$ cat src/rtl/junction_pkg.sv
// Shared types and default phase durations for the two-road junction sequencer.
package junction_pkg;

  typedef enum logic [3:0] {
    S_MAJ_GREEN,
    S_MAJ_AMBER,
    S_ALL_RED_A,
    S_MIN_RED_AMBER,
    S_MIN_GREEN,
    S_MIN_AMBER,
    S_ALL_RED_B,
    S_WALK,
    S_MAJ_RED_AMBER
  } state_t;

  typedef enum logic {SERVED_CAR, SERVED_PED} served_t;

  localparam int unsigned DEF_T_MAJ_GREEN = 8;
  localparam int unsigned DEF_T_AMBER     = 3;
  localparam int unsigned DEF_T_ALL_RED   = 2;
  localparam int unsigned DEF_T_RED_AMBER = 2;
  localparam int unsigned DEF_T_MIN_GREEN = 6;
  localparam int unsigned DEF_T_WALK      = 5;

  function automatic int unsigned max_of(input int unsigned a, input int unsigned b);
    return (a > b) ? a : b;
  endfunction

endpackage

$ cat src/rtl/junction_controller_phase_timer.sv
// Loadable down-counter that saturates at zero; expired flags the zero count.
module phase_timer #(
  parameter int unsigned           WIDTH       = 3,
  parameter logic [WIDTH-1:0]      RESET_VALUE = '0
) (
  input  logic             clock,
  input  logic             nreset,
  input  logic             load,
  input  logic [WIDTH-1:0] load_value,
  output logic             expired
);

  logic [WIDTH-1:0] count_q, count_d;

  always_comb begin
    count_d = count_q;
    if (load) begin
      count_d = load_value;
    end else if (count_q != '0) begin
      count_d = count_q - 1'b1;
    end
  end

  always_ff @(posedge clock or negedge nreset) begin
    if (!nreset) begin
      count_q <= RESET_VALUE;
    end else begin
      count_q <= count_d;
    end
  end

  assign expired = (count_q == '0);

endmodule

$ cat src/rtl/junction_controller.sv
// Junction sequencer: major road rests on green, minor cars and pedestrians
// are latched and served in turn, with every phase held for its duration.
//
// state           | meaning
// S_MAJ_GREEN     | major green, rest state, leaves after minimum when a request waits
// S_MAJ_AMBER     | major amber
// S_ALL_RED_A     | clearance before serving, arbitration on expiry
// S_MIN_RED_AMBER | minor red+amber
// S_MIN_GREEN     | minor green, car request cleared on entry
// S_MIN_AMBER     | minor amber
// S_ALL_RED_B     | clearance after minor green
// S_WALK          | pedestrian walk, both heads red
// S_MAJ_RED_AMBER | major red+amber before returning to green
module junction_controller
  import junction_pkg::*;
#(
  parameter int unsigned T_MAJ_GREEN = DEF_T_MAJ_GREEN,
  parameter int unsigned T_AMBER     = DEF_T_AMBER,
  parameter int unsigned T_ALL_RED   = DEF_T_ALL_RED,
  parameter int unsigned T_RED_AMBER = DEF_T_RED_AMBER,
  parameter int unsigned T_MIN_GREEN = DEF_T_MIN_GREEN,
  parameter int unsigned T_WALK      = DEF_T_WALK
) (
  input  logic clock,
  input  logic nreset,
  input  logic MINOR_CAR,
  input  logic PED_BUTTON,
  output logic MAJ_GREEN,
  output logic MAJ_AMBER,
  output logic MAJ_RED,
  output logic MIN_GREEN,
  output logic MIN_AMBER,
  output logic MIN_RED,
  output logic WALK,
  output logic CAR_PENDING,
  output logic PED_PENDING
);

  localparam int unsigned T_MAX = max_of(max_of(max_of(T_MAJ_GREEN, T_AMBER), max_of(T_ALL_RED, T_RED_AMBER)),
                                         max_of(T_MIN_GREEN, T_WALK));
  localparam int unsigned TW    = (T_MAX > 1) ? $clog2(T_MAX) : 1;

  if (T_MAJ_GREEN < 1 || T_AMBER < 1 || T_ALL_RED < 1 ||
      T_RED_AMBER < 1 || T_MIN_GREEN < 1 || T_WALK < 1) begin : g_bad_timing
    $error("junction_controller: every phase duration must be at least 1");
  end

  state_t  state_q, state_d;
  served_t last_q, last_d;
  logic    car_q, car_d, ped_q, ped_d;
  logic    expired, load;
  logic [TW-1:0] load_value;

  function automatic logic [TW-1:0] phase_len_m1(input state_t s);
    int unsigned t;
    case (s)
      S_MAJ_AMBER, S_MIN_AMBER:         t = T_AMBER;
      S_ALL_RED_A, S_ALL_RED_B:         t = T_ALL_RED;
      S_MIN_RED_AMBER, S_MAJ_RED_AMBER: t = T_RED_AMBER;
      S_MIN_GREEN:                      t = T_MIN_GREEN;
      S_WALK:                           t = T_WALK;
      default:                          t = T_MAJ_GREEN;
    endcase
    return TW'(t - 1);
  endfunction

  phase_timer #(
    .WIDTH       (TW),
    .RESET_VALUE (TW'(T_MAJ_GREEN - 1))
  ) u_timer (
    .clock      (clock),
    .nreset     (nreset),
    .load       (load),
    .load_value (load_value),
    .expired    (expired)
  );

  always_comb begin
    state_d = state_q;
    last_d  = last_q;
    case (state_q)
      S_MAJ_GREEN:     if (expired && (car_q || ped_q)) state_d = S_MAJ_AMBER;
      S_MAJ_AMBER:     if (expired) state_d = S_ALL_RED_A;
      S_ALL_RED_A: begin
        if (expired) begin
          // On a tie the requester not served last wins.
          if (car_q && (!ped_q || last_q == SERVED_PED)) begin
            state_d = S_MIN_RED_AMBER;
            last_d  = SERVED_CAR;
          end else if (ped_q) begin
            state_d = S_WALK;
            last_d  = SERVED_PED;
          end else begin
            state_d = S_MAJ_RED_AMBER;
          end
        end
      end
      S_MIN_RED_AMBER: if (expired) state_d = S_MIN_GREEN;
      S_MIN_GREEN:     if (expired) state_d = S_MIN_AMBER;
      S_MIN_AMBER:     if (expired) state_d = S_ALL_RED_B;
      S_ALL_RED_B:     if (expired) state_d = S_MAJ_RED_AMBER;
      S_WALK:          if (expired) state_d = S_MAJ_RED_AMBER;
      S_MAJ_RED_AMBER: if (expired) state_d = S_MAJ_GREEN;
      default:         state_d = S_MAJ_GREEN;
    endcase

    load       = (state_d != state_q);
    load_value = phase_len_m1(state_d);

    car_d = car_q;
    if (state_d == S_MIN_GREEN && state_q != S_MIN_GREEN) car_d = 1'b0;
    else if (MINOR_CAR && state_q != S_MIN_GREEN)         car_d = 1'b1;

    ped_d = ped_q;
    if (state_d == S_WALK && state_q != S_WALK)   ped_d = 1'b0;
    else if (PED_BUTTON && state_q != S_WALK)     ped_d = 1'b1;
  end

  always_ff @(posedge clock or negedge nreset) begin
    if (!nreset) begin
      state_q <= S_MAJ_GREEN;
      last_q  <= SERVED_PED;
      car_q   <= 1'b0;
      ped_q   <= 1'b0;
    end else begin
      state_q <= state_d;
      last_q  <= last_d;
      car_q   <= car_d;
      ped_q   <= ped_d;
    end
  end

  always_comb begin
    {MAJ_GREEN, MAJ_AMBER, MAJ_RED, MIN_GREEN, MIN_AMBER, MIN_RED, WALK} = 7'b0;
    case (state_q)
      S_MAJ_GREEN:     {MAJ_GREEN, MIN_RED} = 2'b11;
      S_MAJ_AMBER:     {MAJ_AMBER, MIN_RED} = 2'b11;
      S_MIN_RED_AMBER: {MAJ_RED, MIN_RED, MIN_AMBER} = 3'b111;
      S_MIN_GREEN:     {MAJ_RED, MIN_GREEN} = 2'b11;
      S_MIN_AMBER:     {MAJ_RED, MIN_AMBER} = 2'b11;
      S_WALK:          {MAJ_RED, MIN_RED, WALK} = 3'b111;
      S_MAJ_RED_AMBER: {MAJ_RED, MAJ_AMBER, MIN_RED} = 3'b111;
      default:         {MAJ_RED, MIN_RED} = 2'b11;
    endcase
  end

  assign CAR_PENDING = car_q;
  assign PED_PENDING = ped_q;

endmodule
$ cat config.mk
export PLATFORM = sky130hd
export DESIGN_NAME = junction_controller
export DESIGN_NICKNAME = d
export VERILOG_FILES = /design/src/rtl/junction_pkg.sv /design/src/rtl/junction_controller_phase_timer.sv /design/src/rtl/junction_controller.sv
export SDC_FILE = /design/constraint.sdc
export NUM_CORES = 1
export LEC_CHECK = 0
export CAP_MARGIN = 20
export CORE_UTILIZATION = 40
export DETAILED_ROUTE_END_ITERATION = 12
export GPL_ROUTABILITY_DRIVEN = 0
export PLACE_DENSITY = 0.63
export SLEW_MARGIN = 20
export SYNTH_ARGS = -nofsm -noshare
export SYNTH_HDL_FRONTEND = slang
export SYNTH_SLANG_ARGS = --single-unit
$ cat constraint.sdc
create_clock -name clock -period 2.95 [get_ports clock]
set_clock_uncertainty 0.1 [all_clocks]
set_input_delay 0.295 -clock clock [delete_from_list [all_inputs] [get_ports clock]]
set_output_delay 0.295 -clock clock [all_outputs]
set_load 0.02 [all_outputs]
* Word-level counts from Yosys, hierarchy flattened *
Memories as Yosys holds them, arrays and structs flattened.
Index checks and enable logic that the tools add are counted.

storage, ports and cells
  register bits = 10
  memory bits (read-only) = 64
  input port bits = 4
  output and inout bits = 9
  word-level logic and storage cells = 69
  memories kept = 1

memory list
  memory           depth  width  rd ports  clocked after memory_dff  write ports  line                       source
  (no name shown)  16     4      1         0                         0            junction_controller.sv:56  case (s)

operators by class
  add/sub/neg operators = 2
  equal/unequal tests = 13
  muxes and demuxes = 26
  reductions and logical operators = 22

operators by type and width
  operator                                                                 count
  4-bit two-way mux                                                        10
  4-bit one-hot mux with 8 select lines                                    1
  4-bit by 3-bit == test with 1-bit output, second input constant          6
  1-bit two-way mux                                                        13
  2-bit OR reduction                                                       5
  4-bit by 2-bit == test with 1-bit output, second input constant          2
  4-bit by 3-bit inequality test with 1-bit output, second input constant  2
  2-bit nonzero test                                                       4
  1-bit logical AND                                                        6
  3-bit two-way mux                                                        2
  3-bit by 1-bit subtractor with 3-bit output, second input constant       2
  4-bit by 1-bit == test with 1-bit output, second input constant          1
  4-bit == test, second input constant                                     1
  4-bit zero test                                                          1
  4-bit inequality test                                                    1
  3-bit zero test                                                          1
  3-bit AND reduction                                                      1
  3-bit nonzero test                                                       1
  1-bit logical OR                                                         2
  1-bit zero test                                                          1

* Depth between registers and ports, before layout *
Gate-level depths: netlist (run 1).

  word-level depth = 9
  gate-level depth with buffers = 14
  depth with buffers taken out = 13

* Hierarchy *
From an unflattened synthesis (run 1), not the netlist that was laid out.

unflattened totals
  cell total of the unflattened synthesis = 92
  area, all modules = 805.8 um2

by module, submodules not included
  module               times used  cells an instance  area an instance (um2)  sequential area each (um2)
  junction_controller  1           71                 600.6                   176.4
  phase_timer          1           21                 205.2                   78.8

* Worst setup path after synthesis (run 1) *
OpenSTA, ideal clock, no wires.

  path type = register -> register
  start point = register state_q[2]
  end point = register u_timer.count_q[2]
  library setup time = 0.086 ns
  data arrival time = 2.462 ns
  required time = 2.764 ns
  path slack = 0.302 ns
  cell stages (with the launch flop) = 13
  buffers on the path = 1
  clock period less this slack = 2.648 ns
  cells stage by stage = dfrtp_1 -> clkbuf_1 -> nor3_1 -> a21oi_1 -> a31oi_1 -> inv_1 -> ha_1 -> or4_1 -> nand3_1 -> a21oi_1 -> ha_1 -> a31oi_1 -> a22oi_1

between the ends
  longest elaborated chain between the ends = 6
  elaborated cells between the ends (all ways) = 24
  classes of those cells = add/sub: 1; eq/ne: 9; mux: 10; reduce/logical: 3; memory: 1

RTL lines
  item                                         line                                   source
  from (decl)                                  junction_controller.sv:48              state_t state_q, state_d;
  from (signal assigned)                       junction_controller.sv:126             state_q <= state_d;
  4-bit by 3-bit == test with 1-bit output     junction_controller.sv:81              case (state_q)
  2-bit OR reduction (no source line)          --
  4-bit one-hot mux with 8 select lines *      junction_controller.sv:81
  net state_d[0]                               junction_controller.sv:48
  memory read 16 x 4 bit                       --
  3-bit by 1-bit subtractor with 3-bit output  junction_controller.sv:64              return TW'(t - 1);
  3-bit two-way mux                            junction_controller_phase_timer.sv:17  if (load) begin
  to (signal assigned)                         junction_controller_phase_timer.sv:28  count_q <= count_d;
  to (decl)                                    junction_controller_phase_timer.sv:13  logic [WIDTH-1:0] count_q, count_d;

Mark *: on every way through the listed nets, which the timed path passes. The rest lies on a longest branch.
A chain may end at the register's enable or synchronous reset.

* Worst setup path after layout (run 1) *
Ends and elaborated chain as after synthesis.

==> flow_summary.ini, run 1 <==
[yosys]
netlist_area_um2 = 806
synth_nets = 111
ys_warn_count = 0
ys_seq_elements = 10
synth_edf_count = 0
synth_cells = 101
yosys.area.top_type = dfrtp_1
synth.avg_cell_area_um2 = 7.98
synth_flop_cell = dfrtp_1
yosysSeqAreaShare_pct = 31.7
synth_cell_types = 38
ys_async_sr_fraction_pct = 100
synth_top_area_share_pct = 18.6
ys_top_cells_by_area = dfrtp_1 (19%), dfstp_2 (13%), ha_1 (9.3%)

[clocking]
clk_pin_slew_ns = 0.07
clk_latency_ns = 0.28
cts_setup_buffers = 0
cts_buffers = 3
cts_tree = yes
root_buffer = clkbuf_4
cts_buffer_depth = 2
htree_levels = 1
cts_sinks = 10

[critical_path]
endpoint_kind = flip-flop
critical_path_buf_inv_count = 2
r2r-start = state_q[2]$_DFF_PN0_
crit_family = compound AO/OA/AOI/OAI gates
critical_path_arrival_ns = 2.85
r2r_slack_ns = 0.21
critPathSlowestCell = dfrtp_1
critPathMaxStageDelay_ns = 0.48
start_kind = flip-flop
r2r_cells = 10
rr_endpoint = u_timer.count_q[2]$_DFFE_PN1P_
worstPathRequired_ns = 3.05
crit_chain = buf_4, o31ai_1, nand2_1, a21oi_2, inv_1, ha_1, nor2_1, or4b_1, a32oi_1, a22oi_1
path_class = flip-flop to flip-flop
worst-path-max-fanout = 8

[finish]
num-fill-cells = 174
fin_nets = 129
multi_input_area_um2 = 509
syn2layout_area_growth_pct = 28.0
layout-drive-gt1-share_pct = 16.9
antenna_cells = 0
seq_area_um2 = 255
fin_area_um2 = 1030
final_util_pct = 57.2

[power]
p_sw_share_pct = 46.3
seqPwrFrac_pct = 25.1
pwr-share-comb_pct = 64.2
ir_drop_mv = 0.498
pwr-share-clk_pct = 10.7
internal_power_mw = 0.655
power-per-cell-area_nw_per_um2 = 1180
switchingPower_mw = 0.564
p_leak_nw = 0.454

[timing]
hold_viol = 0
period_needed_ns = 2.74
timing.final.crit_share_pct = 93.0
fin_tns_setup_ns = 0
setup_viol = 0
slew_viol_final = 0
slew_headroom_pct = 53.4
tightest_slew_ns = 0.693
rsz0062_at_grt = false
hold_slack_ns = 0.241
max_freq_ghz = 0.364

[min_path]
hp-class = primary input to async pin

[global_route]
grt_usage_pct = 20.6
grt_pass1_vias = 680
grt_pass1_wl_mm = 3.15
grt_overflow = 0
antenna_found_initial = 0
grt_max_degree = 12

[drt]
avgRoutedWirePerCell_um = 13.7
ant_nets = 0
drt-pass1-iter-count = 4
drt_iter0_drc = 31
drc_errors = 0
postRouteWirelength_mm = 1.97
num_vias = 823
viasPerCell = 5.76

[run_status]
status = completed

[die]
std_cell_rows = 15
die_w_um = 46.9
ios = 13
die-height_um = 46.9
start_util_pct = 44.7
die_area_um2 = 2200
core_area_um2 = 1800

[placed_design]
numPortBuffers = 12
postPlaceCellArea_um2 = 985
hpwl_mm = 1.48

[flow_run]
drv_cap = 0
-- power by group through the flow --
| stage | registers, mW | clock network (mW) | logic, mW |
|---|---|---|---|
| global placement | 0.305 | 0 | 0.767 |
| detailed placement | 0.307 | 0 | 0.764 |
| global route | 0.319 | 0.142 | 0.864 |
| CTS | 0.305 | 0.130 | 0.770 |
| floorplan | 0.281 | 0 | 0.523 |
| finish | 0.306 | 0.131 | 0.783 |
-- how the worst max path moves through the flow --
stage	to	slack, ns	depth (start not counted)	startpoint
after floorplan	u_timer.count_q[2]$_DFFE_PN1P_	0.30	12	state_q[2]$_DFF_PN0_
after global placement	u_timer.count_q[2]$_DFFE_PN1P_	0.15	10	state_q[2]$_DFF_PN0_
after detailed placement	u_timer.count_q[2]$_DFFE_PN1P_	0.17	10	state_q[2]$_DFF_PN0_
after CTS	u_timer.count_q[2]$_DFFE_PN1P_	0.15	10	state_q[2]$_DFF_PN0_
after global routing	u_timer.count_q[2]$_DFFE_PN1P_	0.01	10	state_q[2]$_DFF_PN0_
final	u_timer.count_q[2]$_DFFE_PN1P_	0.21	10	state_q[2]$_DFF_PN0_
-- cells in the mapped netlist, types with 2 or more instances --
library cell	count
a21oi_1	8
a2bb2oi_1	2
a31oi_1	5
buf_1	2
buf_2	2
clkbuf_1	2
dfrtp_1	6
dfstp_2	4
ha_1	6
inv_1	7
nand2_1	6
nand2b_1	2
nand3_1	4
nor2_1	9
nor2b_1	2
nor3_1	6
o21ai_0	3
or2_2	2
or3_1	2
or4b_1	2
xnor2_1	2
-- state kept, by name, indices dropped and copies added (netlist names) --
register         cells
CAR_PENDING          1
last_q               1
state_q              4
PED_PENDING          1
u_timer.count_q      3
-- cells by family (layout without fill, tap and decap cells) --
group | count (synthesis) | count (layout) | share of synthesized area [%]
AO/OA/AOI/OAI | 29 | 29 | 23.6
flip-flops | 10 | 10 | 31.7
adder cells (fa/ha/maj) | 6 | 6 | 9.32
XOR/XNOR | 2 | 2 | 2.17
buffers and inverters | 13 | 30 | 6.37
AND/OR/NAND/NOR | 41 | 41 | 26.9
-- worst reg2reg max path, cell delays in order (launching register included) --
cell and delay [ns]:
dfrtp_1 0.48, buf_4 0.20, o31ai_1 0.27, nand2_1 0.10, a21oi_2 0.22, inv_1 0.11
ha_1 0.28, nor2_1 0.16, or4b_1 0.45, a32oi_1 0.21, a22oi_1 0.11
-- cell usage in the layout, fill, tap and decap left out, types with 2 or more instances in the layout --
master and instances:
clkdlybuf4s50_1 12, nor2_1 9, inv_1 7, a21oi_1 7
buf_4 7, dfrtp_1 6, nand2_1 6, nor3_1 6
ha_1 6, nand3_1 4, a31oi_1 4, dfstp_2 4
o21ai_0 3, clkbuf_4 3, nor2b_1 2, nand2b_1 2
or3_1 2, a2bb2oi_1 2, or2_2 2, or4b_1 2
xnor2_1 2
-- final cells by class --
class	instances	area share [%]
Inverter	7	2.55
Tap cell	25	3.03
Sequential cell	10	24.8
Timing Repair Buffer	19	16.7
Multi-Input combinational cell	78	49.4
Clock buffer	4	3.52
-- timing repair --
| action | 4_1_cts | 5_1_grt |
|---|---|---|
| endpoints found under the setup margin | 0 | 2 |
| gates resized for setup | 0 | 2 |
| hold buffers | 0 | 0 |
-- per-stage QoR --
step	std cells	setup slack, ns	power, mW
2_1_floorplan	101	0.302	0.804
3_3_place_gp	139	0.145	1.07
3_5_place_dp	139	0.166	1.07
4_1_cts	143	0.151	1.20
5_1_grt	143	0.0149	1.33
6_report	143	0.205	1.22
-- layer usage --
layer | GRT usage [%] | vias up | part of all wire [%]
met2 | 30.0 | 18 | 46
met3 | 2.31 | 4 | 3.3
met4 | 10.3 | 0 | 2.0
met1 | 30.1 | 404 | 49
met5 | 0 | - | 0
li1 | - | 397 | -
No activity file was read; power rests on OpenSTA's default activity.
==> run 2: changes to the inputs <==
--- a/config.mk
+++ b/config.mk
@@ -6,10 +6,12 @@
 export NUM_CORES = 1
 export LEC_CHECK = 0
 export CAP_MARGIN = 20
-export CORE_UTILIZATION = 40
+export CELL_PAD_IN_SITES_DETAIL_PLACEMENT = 0
+export CELL_PAD_IN_SITES_GLOBAL_PLACEMENT = 1
+export CORE_UTILIZATION = 38
 export DETAILED_ROUTE_END_ITERATION = 12
 export GPL_ROUTABILITY_DRIVEN = 0
-export PLACE_DENSITY = 0.63
+export PLACE_DENSITY = 0.77
 export SLEW_MARGIN = 20
 export SYNTH_ARGS = -nofsm -noshare
 export SYNTH_HDL_FRONTEND = slang
==> run 2 against run 1 <==
- fmax increased by 2.8%
- sequential share of layout area increased by 0.27 points
- critical path depth increased by 1
- combinational power down 4.6%
- via count is 1.6% lower
- total power shrank 1.5%
- non-clock buffer count decreased by 1
- critical endpoint unchanged
==> flow_summary.ini, run 2 (synthesis results as in run 1) <==
[timing]
tightest_slew_ns = 0.471
max_freq_ghz = 0.374
fin_tns_setup_ns = 0
slew_viol_final = 0
timing.final.crit_share_pct = 90.5
hold_viol = 0
slew_headroom_pct = 68.5
rsz0062_at_grt = false
period_needed_ns = 2.67
setup_viol = 0

[critical_path]
worstPathRequired_ns = 3.05
crit_chain = nor3_1, buf_4, o31ai_1, nand2_1, a21oi_2, inv_1, ha_1, nor2_1, or4b_1, a32oi_1, a22oi_1
start_kind = flip-flop
r2r-start = u_timer.count_q[0]$_DFFE_PN1P_
crit_family = simple AND/OR/NAND/NOR gates
critical_path_buf_inv_count = 2
rr_endpoint = u_timer.count_q[2]$_DFFE_PN1P_
critPathMaxStageDelay_ns = 0.55
critical_path_arrival_ns = 2.77
cp.depth = 11
r2r_slack_ns = 0.28
worst-path-max-fanout = 11
critPathSlowestCell = dfstp_2
r2r_cells = 11
path_class = flip-flop to flip-flop
endpoint_kind = flip-flop

[clocking]
cts_sinks = 10
root_buffer = clkbuf_4
clk_latency_ns = 0.27
htree_levels = 1
cts_buffer_depth = 2
cts_buffers = 3
clk_pin_slew_ns = 0.07
cts_tree = yes
cts-hold-fix-buffers = 0

[placed_design]
postPlaceCellArea_um2 = 980
hpwl_mm = 1.48
numPortBuffers = 12

[global_route]
grt_pass1_wl_mm = 3.06
antenna_found_initial = 0
grt_overflow = 0
grt_usage_pct = 20.4
grt_max_degree = 15
grt_pass1_vias = 645

[power]
ir_drop_mv = 0.544
power-per-cell-area_nw_per_um2 = 1180
p_leak_nw = 0.449

[die]
start_util_pct = 40.7
die_area_um2 = 2310
std_cell_rows = 16
core_area_um2 = 1980
die_w_um = 48.1
die-height_um = 48.1
ios = 13

[drt]
drt-pass1-iter-count = 4
avgRoutedWirePerCell_um = 13.5
viasPerCell = 5.63
top_layer_used = met4
drt_iter0_drc = 20
drt-met1-wl_um = 956
drc_errors = 0
ant_nets = 0
met3_length_um = 73
num_vias = 810
wl_met2_um = 884
postRouteWirelength_mm = 1.95

[finish]
regMostFlops = state_q
largest_reg_flops = 4
syn2layout_area_growth_pct = 26.6
final_common_cell = clkdlybuf4s50_1
final_util_pct = 51.5
most-common-layout-cells = clkdlybuf4s50_1 (12), nor2_1 (9), inv_1 (7), a21oi_1 (7)
fin_nets = 128
antenna_cells = 0
fin_area_um2 = 1020
layout-drive-gt1-share_pct = 15.4
reg_top3 = state_q x4, u_timer.count_q x3

[run_status]
status = completed

[min_path]
hp-class = primary input to async pin

[flow_run]
drv_cap = 0
-- run 2: layout make-up --
cell class                 count  area, um2
fill                         201        962
multi-input combinational     78        503
sequential                    10        255
timing repair buffer          18        165
clock buffer                   4       36.3
tap                           27       33.8
inverter                       7       26.3
-- run 2: worst max path at each step --
| stage | start | endpoint | slack (ns) |
|---|---|---|---|
| 2_1_floorplan | state_q[2]$_DFF_PN0_ | u_timer.count_q[2]$_DFFE_PN1P_ | 0.30 |
| 3_3_place_gp | u_timer.count_q[0]$_DFFE_PN1P_ | u_timer.count_q[2]$_DFFE_PN1P_ | 0.20 |
| 3_5_place_dp | u_timer.count_q[0]$_DFFE_PN1P_ | u_timer.count_q[2]$_DFFE_PN1P_ | 0.20 |
| 4_1_cts | u_timer.count_q[0]$_DFFE_PN1P_ | u_timer.count_q[2]$_DFFE_PN1P_ | 0.19 |
| 5_1_grt | state_q[0]$_DFF_PN0_ | u_timer.count_q[2]$_DFFE_PN1P_ | 0.09 |
| 6_report | u_timer.count_q[0]$_DFFE_PN1P_ | u_timer.count_q[2]$_DFFE_PN1P_ | 0.28 |
-- run 2: power by group --
group	internal [mW]	switching, mW	leakage (nW)
Combinational	0.351	0.395	0.315
Sequential	0.220	0.107	0.113
Clock	0.0750	0.0524	0.0210
Total	0.646	0.555	0.449
-- run 2: what timing repair did --
action                                  4_1_cts  5_1_grt
setup buffers                                 0        0
hold endpoints to repair                      0        0
gates resized for setup                       0        1
endpoints found under the setup margin        0        1
-- run 2: per-stage QoR --
stage               hold WS, ns  power [mW]  worst slack (ns)  instances
CTS                       0.255        1.20             0.186        144
global placement          0.386        1.07             0.204        140
finish                    0.244        1.20             0.280        144
detailed placement        0.395        1.06             0.196        140
floorplan                -0.101       0.804             0.302        101
global route              0.266        1.32            0.0865        144
-- run 2: routing by layer --
layer,vias to the layer above,global-route usage [%]
met2,22,27.3
li1,394,-
met5,-,0
met1,390,30.9
met3,4,2.26
met4,0,11.7
==> run 3: changes to the inputs <==
--- a/config.mk
+++ b/config.mk
@@ -10,7 +10,6 @@
 export CELL_PAD_IN_SITES_GLOBAL_PLACEMENT = 1
 export CORE_UTILIZATION = 38
 export DETAILED_ROUTE_END_ITERATION = 12
-export GPL_ROUTABILITY_DRIVEN = 0
 export PLACE_DENSITY = 0.77
 export SLEW_MARGIN = 20
 export SYNTH_ARGS = -nofsm -noshare
==> results of run 3 <==
Final layout, timing and power as in run 2 (identical DEF).
